--- src/rtl/dmem_pkg.sv ---
`default_nettype none
// ============================================================================
// Module : dmem_pkg
// Brief  : Shared types, op encodings and request fault check for dmem_arb_ctrl
// Rev    : 1.0
// ============================================================================
package dmem_pkg;

    typedef enum logic [1:0] {
        IDLE = 2'd0,
        RD   = 2'd1,
        WR   = 2'd2,
        RSP  = 2'd3
    } state_t;

    localparam logic [2:0] OP_B        = 3'b000;
    localparam logic [2:0] OP_H        = 3'b001;
    localparam logic [2:0] OP_W        = 3'b010;
    localparam logic [2:0] OP_BU       = 3'b100;
    localparam logic [2:0] OP_HU       = 3'b101;
    localparam logic [2:0] MEM_OP_WORD = 3'b010;

    // Illegal op, unsigned store, or misaligned halfword/word access.
    function automatic logic req_fault(input logic [2:0] op, input logic we,
                                       input logic [1:0] off);
        logic w_fault;
        case (op)
            OP_B:    w_fault = 1'b0;
            OP_BU:   w_fault = we;
            OP_H:    w_fault = off[0];
            OP_HU:   w_fault = we | off[0];
            OP_W:    w_fault = (off != 2'b00);
            default: w_fault = 1'b1;
        endcase
        return w_fault;
    endfunction

endpackage
`default_nettype wire

--- src/rtl/dmem_arb_ctrl_if.sv ---
`default_nettype none
// ============================================================================
// Module : dmem_arb_ctrl_if
// Brief  : Two requester ports plus the word-only memory port of dmem_arb_ctrl
// Rev    : 1.0
// ============================================================================
interface dmem_arb_ctrl_if #(
    parameter int ADDR_W = 32
);
    logic              p0_req_valid;
    logic              p0_req_ready;
    logic [ADDR_W-1:0] p0_req_addr;
    logic              p0_req_we;
    logic [2:0]        p0_req_op;
    logic [31:0]       p0_req_wdata;
    logic              p0_rsp_valid;
    logic              p0_rsp_ready;
    logic [31:0]       p0_rsp_rdata;
    logic              p0_rsp_err;

    logic              p1_req_valid;
    logic              p1_req_ready;
    logic [ADDR_W-1:0] p1_req_addr;
    logic              p1_req_we;
    logic [2:0]        p1_req_op;
    logic [31:0]       p1_req_wdata;
    logic              p1_rsp_valid;
    logic              p1_rsp_ready;
    logic [31:0]       p1_rsp_rdata;
    logic              p1_rsp_err;

    logic [31:0]       mem_addr;
    logic [31:0]       mem_wdata;
    logic [2:0]        mem_op;
    logic              mem_read;
    logic              mem_write;
    logic [31:0]       mem_rdata;
    logic              busy;

    // Requesters and memory side.
    modport master (
        output p0_req_valid, p0_req_addr, p0_req_we, p0_req_op, p0_req_wdata, p0_rsp_ready,
        input  p0_req_ready, p0_rsp_valid, p0_rsp_rdata, p0_rsp_err,
        output p1_req_valid, p1_req_addr, p1_req_we, p1_req_op, p1_req_wdata, p1_rsp_ready,
        input  p1_req_ready, p1_rsp_valid, p1_rsp_rdata, p1_rsp_err,
        input  mem_addr, mem_wdata, mem_op, mem_read, mem_write, busy,
        output mem_rdata
    );

    // Arbiter/controller side.
    modport slave (
        input  p0_req_valid, p0_req_addr, p0_req_we, p0_req_op, p0_req_wdata, p0_rsp_ready,
        output p0_req_ready, p0_rsp_valid, p0_rsp_rdata, p0_rsp_err,
        input  p1_req_valid, p1_req_addr, p1_req_we, p1_req_op, p1_req_wdata, p1_rsp_ready,
        output p1_req_ready, p1_rsp_valid, p1_rsp_rdata, p1_rsp_err,
        output mem_addr, mem_wdata, mem_op, mem_read, mem_write, busy,
        input  mem_rdata
    );
endinterface
`default_nettype wire

--- src/rtl/dmem_lane.sv ---
`default_nettype none
// ============================================================================
// Module : dmem_lane
// Brief  : Byte/half lane extract with extension, and sub-word merge into a word
// Rev    : 1.0
// ============================================================================
module dmem_lane
    import dmem_pkg::*;
(
    input  logic [31:0] i_word,
    input  logic [31:0] i_wdata,
    input  logic [1:0]  i_offset,
    input  logic [2:0]  i_op,
    output logic [31:0] o_rdata,
    output logic [31:0] o_merged
);

    logic [15:0] w_lane;

    always_comb begin
        w_lane   = 16'(i_word >> {i_offset, 3'b000});
        o_rdata  = '0;
        o_merged = i_word;
        case (i_op)
            OP_B:    o_rdata = {{24{w_lane[7]}}, w_lane[7:0]};
            OP_BU:   o_rdata = {24'h0, w_lane[7:0]};
            OP_H:    o_rdata = {{16{w_lane[15]}}, w_lane};
            OP_HU:   o_rdata = {16'h0, w_lane};
            OP_W:    o_rdata = i_word;
            default: o_rdata = '0;
        endcase
        // Halfword lane is chosen by offset[1] alone; alignment was checked at accept.
        case (i_op)
            OP_B, OP_BU: o_merged[{i_offset, 3'b000} +: 8]     = i_wdata[7:0];
            OP_H, OP_HU: o_merged[{i_offset[1], 4'b0000} +: 16] = i_wdata[15:0];
            OP_W:        o_merged = i_wdata;
            default:     o_merged = i_word;
        endcase
    end

endmodule
`default_nettype wire

--- src/rtl/dmem_arb_ctrl.sv ---
`default_nettype none
// ============================================================================
// Module : dmem_arb_ctrl
// Brief  : Two-port round-robin arbiter onto a word-only memory, with RMW stores
// Rev    : 1.0
// ============================================================================
module dmem_arb_ctrl
    import dmem_pkg::*;
#(
    parameter int ADDR_W    = 32,
    parameter int MEM_WORDS = 32,
    parameter int RR_EN     = 1
) (
    input  logic           clk,
    input  logic           rst,
    dmem_arb_ctrl_if.slave bus
);

    localparam logic [ADDR_W-1:0] c_mem_words = ADDR_W'(MEM_WORDS);

    state_t            r_state;
    state_t            w_state_nxt;
    logic              r_last_grant;
    logic              r_owner;
    logic [ADDR_W-1:0] r_addr;
    logic              r_we;
    logic [2:0]        r_op;
    logic [31:0]       r_wdata;
    logic [31:0]       r_rdata;
    logic              r_err;

    logic              w_gnt0;
    logic              w_gnt1;
    logic              w_accept;
    logic              w_sel;
    logic [ADDR_W-1:0] w_sel_addr;
    logic              w_sel_we;
    logic [2:0]        w_sel_op;
    logic [31:0]       w_sel_wdata;
    logic              w_sel_err;
    logic              w_mem_read;
    logic              w_mem_write;
    logic              w_rsp0;
    logic              w_rsp1;
    logic [31:0]       w_extract;
    logic [31:0]       w_merged;

    // Arbiter: with both valid, round-robin hands the grant to the port that did not win last.
    always_comb begin
        w_gnt0 = 1'b0;
        w_gnt1 = 1'b0;
        if (r_state == IDLE) begin
            if (bus.p0_req_valid && bus.p1_req_valid) begin
                if ((RR_EN != 0) && !r_last_grant) w_gnt1 = 1'b1;
                else                               w_gnt0 = 1'b1;
            end else if (bus.p0_req_valid) begin
                w_gnt0 = 1'b1;
            end else if (bus.p1_req_valid) begin
                w_gnt1 = 1'b1;
            end
        end
    end

    assign w_accept    = w_gnt0 | w_gnt1;
    assign w_sel       = w_gnt1;
    assign w_sel_addr  = w_sel ? bus.p1_req_addr  : bus.p0_req_addr;
    assign w_sel_we    = w_sel ? bus.p1_req_we    : bus.p0_req_we;
    assign w_sel_op    = w_sel ? bus.p1_req_op    : bus.p0_req_op;
    assign w_sel_wdata = w_sel ? bus.p1_req_wdata : bus.p0_req_wdata;
    assign w_sel_err   = req_fault(w_sel_op, w_sel_we, w_sel_addr[1:0]) ||
                         ((w_sel_addr >> 2) >= c_mem_words);

    always_comb begin
        w_state_nxt = r_state;
        w_mem_read  = 1'b0;
        w_mem_write = 1'b0;
        case (r_state)
            IDLE: begin
                if (w_accept) begin
                    if (w_sel_err)                          w_state_nxt = RSP;
                    else if (!w_sel_we || w_sel_op != OP_W) w_state_nxt = RD;
                    else                                    w_state_nxt = WR;
                end
            end
            RD: begin
                w_mem_read  = 1'b1;
                w_state_nxt = r_we ? WR : RSP;
            end
            WR: begin
                w_mem_write = 1'b1;
                w_state_nxt = RSP;
            end
            RSP: begin
                if (r_owner ? bus.p1_rsp_ready : bus.p0_rsp_ready) w_state_nxt = IDLE;
            end
            default: w_state_nxt = IDLE;
        endcase
    end

    always_ff @(posedge clk or posedge rst) begin
        if (rst) begin
            r_state      <= IDLE;
            r_last_grant <= 1'b1;
            r_owner      <= 1'b0;
            r_addr       <= '0;
            r_we         <= 1'b0;
            r_op         <= 3'b000;
            r_wdata      <= '0;
            r_rdata      <= '0;
            r_err        <= 1'b0;
        end else begin
            r_state <= w_state_nxt;
            if (w_accept) begin
                r_last_grant <= w_sel;
                r_owner      <= w_sel;
                r_addr       <= w_sel_addr;
                r_we         <= w_sel_we;
                r_op         <= w_sel_op;
                r_wdata      <= w_sel_wdata;
                r_rdata      <= '0;
                r_err        <= w_sel_err;
            end else if (r_state == RD) begin
                // Memory word arrives this edge: loads keep the lane, stores keep the merge.
                if (r_we) r_wdata <= w_merged;
                else      r_rdata <= w_extract;
            end
        end
    end

    dmem_lane u_lane (
        .i_word   (bus.mem_rdata),
        .i_wdata  (r_wdata),
        .i_offset (r_addr[1:0]),
        .i_op     (r_op),
        .o_rdata  (w_extract),
        .o_merged (w_merged)
    );

    assign w_rsp0 = (r_state == RSP) && !r_owner;
    assign w_rsp1 = (r_state == RSP) &&  r_owner;

    assign bus.p0_req_ready = w_gnt0;
    assign bus.p1_req_ready = w_gnt1;
    assign bus.p0_rsp_valid = w_rsp0;
    assign bus.p1_rsp_valid = w_rsp1;
    assign bus.p0_rsp_rdata = w_rsp0 ? r_rdata : 32'h0;
    assign bus.p1_rsp_rdata = w_rsp1 ? r_rdata : 32'h0;
    assign bus.p0_rsp_err   = w_rsp0 & r_err;
    assign bus.p1_rsp_err   = w_rsp1 & r_err;

    assign bus.mem_addr  = 32'(r_addr) & 32'hFFFF_FFFC;
    assign bus.mem_wdata = r_wdata;
    assign bus.mem_op    = MEM_OP_WORD;
    assign bus.mem_read  = w_mem_read;
    assign bus.mem_write = w_mem_write;
    assign bus.busy      = (r_state != IDLE);

endmodule
`default_nettype wire

--- src/flat_wrapper.sv ---
// flat-port wrapper written by rule: the top's interface ports become plain ports
module dmem_arb_ctrl_flat import dmem_pkg::*;
#(
    parameter int ADDR_W    = 32,
    parameter int MEM_WORDS = 32,
    parameter int RR_EN     = 1
)
  (clk, rst, bus_p0_req_valid, bus_p0_req_addr, bus_p0_req_we, bus_p0_req_op, bus_p0_req_wdata, bus_p0_rsp_ready, bus_p0_req_ready, bus_p0_rsp_valid, bus_p0_rsp_rdata, bus_p0_rsp_err, bus_p1_req_valid, bus_p1_req_addr, bus_p1_req_we, bus_p1_req_op, bus_p1_req_wdata, bus_p1_rsp_ready, bus_p1_req_ready, bus_p1_rsp_valid, bus_p1_rsp_rdata, bus_p1_rsp_err, bus_mem_addr, bus_mem_wdata, bus_mem_op, bus_mem_read, bus_mem_write, bus_busy, bus_mem_rdata);
  dmem_arb_ctrl_if #(.ADDR_W(ADDR_W)) bus_i ();
  input  logic clk;
  input  logic rst;
  input wire logic [$bits(bus_i.p0_req_valid)-1:0] bus_p0_req_valid;
  input wire logic [$bits(bus_i.p0_req_addr)-1:0] bus_p0_req_addr;
  input wire logic [$bits(bus_i.p0_req_we)-1:0] bus_p0_req_we;
  input wire logic [$bits(bus_i.p0_req_op)-1:0] bus_p0_req_op;
  input wire logic [$bits(bus_i.p0_req_wdata)-1:0] bus_p0_req_wdata;
  input wire logic [$bits(bus_i.p0_rsp_ready)-1:0] bus_p0_rsp_ready;
  output wire logic [$bits(bus_i.p0_req_ready)-1:0] bus_p0_req_ready;
  output wire logic [$bits(bus_i.p0_rsp_valid)-1:0] bus_p0_rsp_valid;
  output wire logic [$bits(bus_i.p0_rsp_rdata)-1:0] bus_p0_rsp_rdata;
  output wire logic [$bits(bus_i.p0_rsp_err)-1:0] bus_p0_rsp_err;
  input wire logic [$bits(bus_i.p1_req_valid)-1:0] bus_p1_req_valid;
  input wire logic [$bits(bus_i.p1_req_addr)-1:0] bus_p1_req_addr;
  input wire logic [$bits(bus_i.p1_req_we)-1:0] bus_p1_req_we;
  input wire logic [$bits(bus_i.p1_req_op)-1:0] bus_p1_req_op;
  input wire logic [$bits(bus_i.p1_req_wdata)-1:0] bus_p1_req_wdata;
  input wire logic [$bits(bus_i.p1_rsp_ready)-1:0] bus_p1_rsp_ready;
  output wire logic [$bits(bus_i.p1_req_ready)-1:0] bus_p1_req_ready;
  output wire logic [$bits(bus_i.p1_rsp_valid)-1:0] bus_p1_rsp_valid;
  output wire logic [$bits(bus_i.p1_rsp_rdata)-1:0] bus_p1_rsp_rdata;
  output wire logic [$bits(bus_i.p1_rsp_err)-1:0] bus_p1_rsp_err;
  output wire logic [$bits(bus_i.mem_addr)-1:0] bus_mem_addr;
  output wire logic [$bits(bus_i.mem_wdata)-1:0] bus_mem_wdata;
  output wire logic [$bits(bus_i.mem_op)-1:0] bus_mem_op;
  output wire logic [$bits(bus_i.mem_read)-1:0] bus_mem_read;
  output wire logic [$bits(bus_i.mem_write)-1:0] bus_mem_write;
  output wire logic [$bits(bus_i.busy)-1:0] bus_busy;
  input wire logic [$bits(bus_i.mem_rdata)-1:0] bus_mem_rdata;
  assign bus_i.p0_req_valid = bus_p0_req_valid;
  assign bus_i.p0_req_addr = bus_p0_req_addr;
  assign bus_i.p0_req_we = bus_p0_req_we;
  assign bus_i.p0_req_op = bus_p0_req_op;
  assign bus_i.p0_req_wdata = bus_p0_req_wdata;
  assign bus_i.p0_rsp_ready = bus_p0_rsp_ready;
  assign bus_p0_req_ready = bus_i.p0_req_ready;
  assign bus_p0_rsp_valid = bus_i.p0_rsp_valid;
  assign bus_p0_rsp_rdata = bus_i.p0_rsp_rdata;
  assign bus_p0_rsp_err = bus_i.p0_rsp_err;
  assign bus_i.p1_req_valid = bus_p1_req_valid;
  assign bus_i.p1_req_addr = bus_p1_req_addr;
  assign bus_i.p1_req_we = bus_p1_req_we;
  assign bus_i.p1_req_op = bus_p1_req_op;
  assign bus_i.p1_req_wdata = bus_p1_req_wdata;
  assign bus_i.p1_rsp_ready = bus_p1_rsp_ready;
  assign bus_p1_req_ready = bus_i.p1_req_ready;
  assign bus_p1_rsp_valid = bus_i.p1_rsp_valid;
  assign bus_p1_rsp_rdata = bus_i.p1_rsp_rdata;
  assign bus_p1_rsp_err = bus_i.p1_rsp_err;
  assign bus_mem_addr = bus_i.mem_addr;
  assign bus_mem_wdata = bus_i.mem_wdata;
  assign bus_mem_op = bus_i.mem_op;
  assign bus_mem_read = bus_i.mem_read;
  assign bus_mem_write = bus_i.mem_write;
  assign bus_busy = bus_i.busy;
  assign bus_i.mem_rdata = bus_mem_rdata;
  dmem_arb_ctrl #(.ADDR_W(ADDR_W), .MEM_WORDS(MEM_WORDS), .RR_EN(RR_EN)) u_core (.clk(clk), .rst(rst), .bus(bus_i));
endmodule
--- config.mk ---
export PLATFORM = sky130hd
export DESIGN_NAME = dmem_arb_ctrl_flat
export DESIGN_NICKNAME = d
export VERILOG_FILES = /design/src/rtl/dmem_pkg.sv /design/src/rtl/dmem_arb_ctrl_if.sv /design/src/rtl/dmem_lane.sv /design/src/rtl/dmem_arb_ctrl.sv /design/src/flat_wrapper.sv
export SDC_FILE = /design/constraint.sdc
export NUM_CORES = 1
export LEC_CHECK = 0
export CAP_MARGIN = 40
export CORE_MARGIN = 5
export CORE_UTILIZATION = 48
export CTS_CLUSTER_DIAMETER = 100
export DETAILED_ROUTE_END_ITERATION = 12
export GPL_ROUTABILITY_DRIVEN = 0
export PLACE_DENSITY = 0.89
export SKIP_LAST_GASP = 1
export SYNTH_ARGS = -nofsm -noshare
export SYNTH_HDL_FRONTEND = slang
export SYNTH_HIERARCHICAL = 1
export SYNTH_SLANG_ARGS = --single-unit
export TNS_END_PERCENT = 100
--- constraint.sdc ---
create_clock -name clk -period 10.2 [get_ports clk]
set_clock_uncertainty 0.2 [all_clocks]
set_input_delay 1.53 -clock clk [delete_from_list [all_inputs] [get_ports clk]]
set_output_delay 1.53 -clock clk [all_outputs]
set_load 0.02 [all_outputs]
==> results.sh <==
export IMPL_synth_main_ff_cell="dfrtp_1"
export IMPL_rsz0062_at_grt="no"
export IMPL_globalRouteTotalUtil_pct=29.8
export IMPL_cap_violations=0
export IMPL_r2r_slack_ns=6.53
export IMPL_finalWirelength_mm=28.5
export IMPL_p_sw_share_pct=46.3
export IMPL_seqPwrFrac_pct=29.2
export IMPL_hold_path_class="register to register"
export IMPL_drtAntennaViolNets=0
export IMPL_post_route_drc_count=0
export IMPL_async_flop_share_pct=100
export IMPL_viasPerCell=6.02
export IMPL_drt_initial_drc_count=978
export IMPL_wl_per_cell_um=20.4
export IMPL_cts_sinks=105
export IMPL_post_route_util_pct=68.3
export IMPL_drive_gt1_share_pct=4.42
export IMPL_insertion_delay_ns=0.35
export IMPL_final_hold_viol_count=0
export IMPL_grt_antenna_before_repair=0
export IMPL_cp_depth=5
export IMPL_status="finished, final reports clean"
export IMPL_leakage_uw=0.00475
export IMPL_grt_pass1_wl_mm=43.0
export IMPL_final_cell_mix="308 x clkdlybuf4s50_1, 220 x nand2_1, 104 x dfrtp_1"
export IMPL_grt_max_degree=76
export IMPL_synth_edf_count=0
export IMPL_maxSlewHeadroom_pct=37.7
export IMPL_power_frac_comb_pct=58.6
export IMPL_worst_ir_drop_vdd_uv=189
export IMPL_hpwlAfterDp_mm=21.1
export IMPL_die_height_um=136
export IMPL_reg2reg_from="u_core/r_addr[0]$_DFFE_PP0P_"
export IMPL_crit_top_cell="clkdlybuf4s50_1"
export IMPL_crit_chain="clkdlybuf4s50_1 -> nand2_2 -> or2_2 -> clkinv_2 -> clkdlybuf4s50_1"
export IMPL_critPathKind="input port to primary output"
export IMPL_clkPwrFrac_pct=12.2
export IMPL_regArea_mm2=0.00263
export IMPL_cp_buffers_inverters=3
export IMPL_crit_path_end_kind="primary output"
export IMPL_io_buffer_count=308
export IMPL_area_growth_syn_to_layout_pct=41.3
export IMPL_finalCriticalPeriod_ns=4.91
export IMPL_cts_made_buffers=9
export IMPL_clk_pin_slew_worst_paths_ns=0.07
export IMPL_fmax_mhz=204
export IMPL_cts_root_buf="clkbuf_16"
export IMPL_whs_path_depth=1
export IMPL_arrival_ns=3.18
export IMPL_yosys_warnings=6
export IMPL_dp_cells=1376
export IMPL_n_antenna_cell=0
export IMPL_period_share_pct=48.1
export IMPL_hold_path_end="u_core/bus.mem_wdata[18]$_DFFE_PP0P_"
export IMPL_slowest_stage="clkdlybuf4s50_1"
export IMPL_firstDrtPassIters=9
export IMPL_cts_hold_buffers=0
export IMPL_p_int_uw=1580
export IMPL_setup_tns_ns=0
export IMPL_rr_endpoint="u_core/bus.mem_wdata[22]$_DFFE_PP0P_"
export IMPL_worstRegToRegCells=9
export IMPL_fp_row_count=46
export IMPL_slew_viol_final=0
export IMPL_start_util_pct=48.4
export IMPL_p_per_area_mw_per_mm2=276
export IMPL_die_area_mm2=0.0184
export IMPL_yosysSeqAreaShare_pct=34.7
export IMPL_synth_avg_cell_area_um2=7.98
export IMPL_grt_pass1_vias=7811
export IMPL_ioPinCount=314
export IMPL_cts_buffer_depth=2
export IMPL_core_mm2=0.0157
export IMPL_multi_input_area_mm2=0.00425
export IMPL_cts_resized_gates=0
export IMPL_netlist_area_mm2=0.00757
export IMPL_min_from="u_core/bus.mem_wdata[18]$_DFFE_PP0P_"
export IMPL_mostFrequentLayoutCell="clkdlybuf4s50_1"
export IMPL_switchingPower_uw=1370
export IMPL_critPathLaunchType="input port"
export IMPL_htreeDepth=3
export IMPL_die_w_um=136
export IMPL_post_cts_buffers=0
export IMPL_final_nets=1354
export IMPL_path_max_fanout=4
export IMPL_vias=8383
export IMPL_crit_required_ns=8.47
export IMPL_postSynthCellCount=949
export IMPL_gr_total_overflow=0
export IMPL_cts_tree="done"
export IMPL_synth_seq_cells=105
export IMPL_final_fill_count=1279
export IMPL_path_delay_family="buffers and inverters"
export IMPL_finalSetupViolations=0
export IMPL_layout_cells_non_filler=1392
export IMPL_worst_slew_pin_slew_ns=0.935
export IMPL_critical_path_max_stage_delay_ns=0.60
export IMPL_yosysUniqueCellTypes=61
## layer usage
layer  vias up  global-route usage, %  part of all wire [%]  wire length [um]
met2       602                   48.6                    46             13200
li1       3793                      -                     -                 -
met5         -                      0                     0                 0
met4         0                   14.4                   5.0              1420
met1      3888                   36.9                    36             10400
met3       100                   7.65                    12              3510
## worst reg2reg max path, stage by stage, from the launching register on
cell	delay, ns
dfrtp_1	0.96
inv_1	0.31
ha_1	0.42
nor4bb_1	0.36
nand2_1	0.10
a21oi_1	0.54
a221o_1	0.26
nor2_1	0.05
a311oi_1	0.29
a21o_1	0.13
## kinds of logic (layout without fill, tap and decap cells)
logic type	Yosys count	count (layout)	share of synthesized area, %
adders and majority gates	9	9	1.49
other	2	5	0.0992
DFF	105	105	34.7
buffers and inverters	129	353	9.49
muxes	14	14	3.06
and+or+nand+nor	425	425	25.5
AOI/OAI and AO/OA	265	265	25.6
## worst max-delay path by stage
stage	end	slack, ns	start
floorplan	u_core/bus.mem_wdata[0]$_DFFE_PP0P_	5.71	rst
global placement	bus_p1_req_ready	5.33	bus_p1_req_valid
detailed placement	bus_p1_req_ready	5.30	bus_p1_req_valid
CTS	bus_p1_req_ready	5.30	bus_p1_req_valid
global route	bus_p0_rsp_rdata[17]	5.12	u_core/r_state[0]$_DFFE_PP0P_
finish	bus_p1_req_ready	5.29	bus_p1_req_valid
## cells in the mapped netlist, types with 2 or more instances
| library cell | count | area share (%) |
|---|---|---|
| nand2_1 | 220 | 11 |
| dfrtp_1 | 104 | 34 |
| nor2_1 | 79 | 3.9 |
| a21oi_1 | 49 | 3.2 |
| a21o_1 | 48 | 4.8 |
| buf_4 | 45 | 4.5 |
| and3_1 | 41 | 3.4 |
| clkbuf_1 | 38 | 1.9 |
| a31oi_1 | 36 | 3.0 |
| and2_1 | 35 | 2.9 |
| a311oi_1 | 32 | 3.7 |
| buf_2 | 21 | 1.4 |
| o21ai_0 | 20 | 1.3 |
| inv_1 | 17 | 0.84 |
| a22o_1 | 16 | 1.9 |
| a22oi_1 | 16 | 1.6 |
| a221o_1 | 15 | 2.0 |
| nor2b_1 | 11 | 0.91 |
| ha_1 | 9 | 1.5 |
| nor4_1 | 8 | 0.66 |
| a222oi_1 | 7 | 0.93 |
| mux4_2 | 7 | 2.1 |
| nor3_1 | 6 | 0.40 |
| o2bb2ai_1 | 6 | 0.69 |
| buf_6 | 5 | 0.74 |
| a221oi_1 | 4 | 0.46 |
| mux2i_1 | 4 | 0.53 |
| nand3_1 | 4 | 0.26 |
| mux2_2 | 3 | 0.45 |
| nand2b_1 | 3 | 0.25 |
| nand4_1 | 3 | 0.25 |
| or4_1 | 3 | 0.30 |
| and4bb_2 | 2 | 0.33 |
| buf_1 | 2 | 0.099 |
| conb_1 | 2 | 0.099 |
| o21a_1 | 2 | 0.20 |
| o22ai_1 | 2 | 0.17 |
## per-stage QoR
stage | power (uW) | cell area [um^2] | worst slack, ns | hold slack [ns]
2_1_floorplan | 2000 | 7580 | 5.71 | 0.256
3_3_place_gp | 2520 | 10400 | 5.33 | 0.279
3_5_place_dp | 2560 | 10400 | 5.30 | 0.290
4_1_cts | 2930 | 10700 | 5.30 | 0.306
5_1_grt | 3130 | 10700 | 5.12 | 0.334
6_report | 2950 | 10700 | 5.29 | 0.306
## power groups by stage
stage          Combinational, uW  Clock (uW)  Sequential [uW]
5_1_grt                     1860         381              892
6_report                    1730         360              862
3_5_place_dp                1700           0              862
3_3_place_gp                1660           0              854
2_1_floorplan               1190           0              813
4_1_cts                     1710         364              855
## cell type report
cell class,count,area share [%]
sequential,105,24.6
clock buffer,12,2.30
tap,216,2.53
inverter,18,0.667
multi-input combinational,718,39.7
clock inverter,4,0.480
timing repair buffer,319,29.7
## sequential cells by signal, summed over array words and instances (netlist names)
signal and flops:
u_core/r_we 1, u_core/r_err 1, u_core/r_owner 1, u_core/r_state 2, u_core/r_rdata 32, u_core/r_addr 32, u_core/bus.mem_wdata 32, u_core/r_last_grant 1
u_core/r_op 3
Note: power is estimated with default switching activity, not from simulation.
==> RTL change (same settings) <==
`RR_EN` is set to 1 in 2 places; all go to 0.
--- a/src/rtl/dmem_arb_ctrl.sv
+++ b/src/rtl/dmem_arb_ctrl.sv
@@ -11,3 +11,3 @@
     parameter int MEM_WORDS = 32,
-    parameter int RR_EN     = 1
+    parameter int RR_EN     = 0
 ) (
--- a/src/flat_wrapper.sv
+++ b/src/flat_wrapper.sv
@@ -5,3 +5,3 @@
     parameter int MEM_WORDS = 32,
-    parameter int RR_EN     = 1
+    parameter int RR_EN     = 0
 )
Check against the original RTL: not equivalent (Yosys sat finds a counterexample within 4 cycles, from zero or initial values and one cycle with rst high).
==> RTL change against the unedited design <==
Final cell count down 3.6%. Worst setup slack worse by 1.3 ns. Wire length down 5.3%. Sequential share of layout area about the same. Cell area down 0.89%. Maximum frequency down 22%. Hold slack worse by 0.021 ns. Synthesized area down 1.5%. Count of clock-buffer cells in the layout down 1. Total power down 5.3%. Sequential cell count down 1. Non-clock buffer count down 1. Critical path type unchanged.
==> RTL change: results (changes against the unedited design) <==
fin nets=1333 (-1.6%); Post-synth top cells=167 x nand2_1, 104 x dfrtp_1, 87 x nor2_1, 86 x a21oi_1, 44 x o21ai_0; R2R Setup Slk=6.91 ns (+0.38 ns); reg2reg start=u_core/r_state[0]$_DFFE_PP0P_; Hold Path Origin=u_core/r_addr[4]$_DFFE_PP0P_; Compound-Gate Fraction of Synth Area=23.4% (-2.2 points); synth top area cells=dfrtp_1 35%, nand2_1 8.4%, a21oi_1 5.8%, mux2i_1 4.6%, nor2_1 4.4%; first-pass GRT wire length=40.8 mm (-5.2%); post-synthesis adder-cell area fraction=1.51% (+0.022 points); P&R area growth vs syn=42.1%; Global Route Usage Sum=28.3% (-1.5 points); Crit Path Max Fanout=73 (+69); Post-Syn Area per Cell=8.07 um2 (+1.2%); drt pass-1 iters=7 (-2); number of global-route vias before repair=7659 (-1.9%); Post-DP Area=10300 um2 (-0.91%); hpwl dp=20.4 mm (-3.5%); Seq/Total Area, Yosys=34.9% (+0.16 points); R2R depth=8 (-1); routed vias=8133 (-3.0%); Cell variety after synth=56 (-8.2%); pin count of the biggest net entering global routing=94 (+24%); layout cells sized above 1=3.90% (-0.52 points); WHS Path Cells=2 (+1); Worst EP arrival=4.52 ns (+1.34 ns); Static Leak=0.00479 uW (+0.75%); Fillers=1179 (-7.8%); Endpoint, Worst Hold=u_core/r_addr[4]$_DFFE_PP0P_; status=finished clean; DR vias/cell=6.06 (+0.63%); VDD IR-drop max=0.137 mV (-28%)
RTL change: critical path, delay by kind of cell:
kind	cells	cell delay, ns
buffers and inverters	4	2.76
and+or+nand+nor	1	0.20
RTL change: layer usage:
layer / track usage [%] / vias up / wire, um / part of all wire (%)
li1: - / 3691 / - / -
met5: 0 / - / 0 / 0
met4: 13.2 / 0 / 1270 / 4.7
met1: 34.0 / 3768 / 9640 / 36
met2: 47.8 / 576 / 12900 / 48
met3: 7.04 / 98 / 3140 / 12
RTL change: power by group:
group,leakage [uW],internal [uW],total [uW],switching (uW)
Clock,0.000142,197,355,158
Combinational,0.00335,711,1610,900
Sequential,0.00130,603,828,225
Total,0.00479,1510,2790,1280
RTL change: layout make-up:
type                    count  area share, %
well taps                 188           2.22
clock buffers              11           2.29
flip-flops and latches    104           24.5
repair buffers            318           29.9
inverters                  14          0.519
multi-input cells         703           40.0
clock inverters             4          0.519
RTL change: through the flow:
stage          power (uW)  hold slack, ns
2_1_floorplan        1870           0.251
3_5_place_dp         2410           0.272
3_3_place_gp         2350           0.263
5_1_grt              2970           0.323
6_report             2790           0.285
4_1_cts              2780           0.289
RTL change: cell families after synthesis:
logic type               after synthesis
AND/OR/NAND/NOR                      380
AO/OA/AOI/OAI                        265
buffers and inverters                120
flip-flops                           104
multiplexers                          44
adder cells (fa/ha/maj)                9
other                                  2
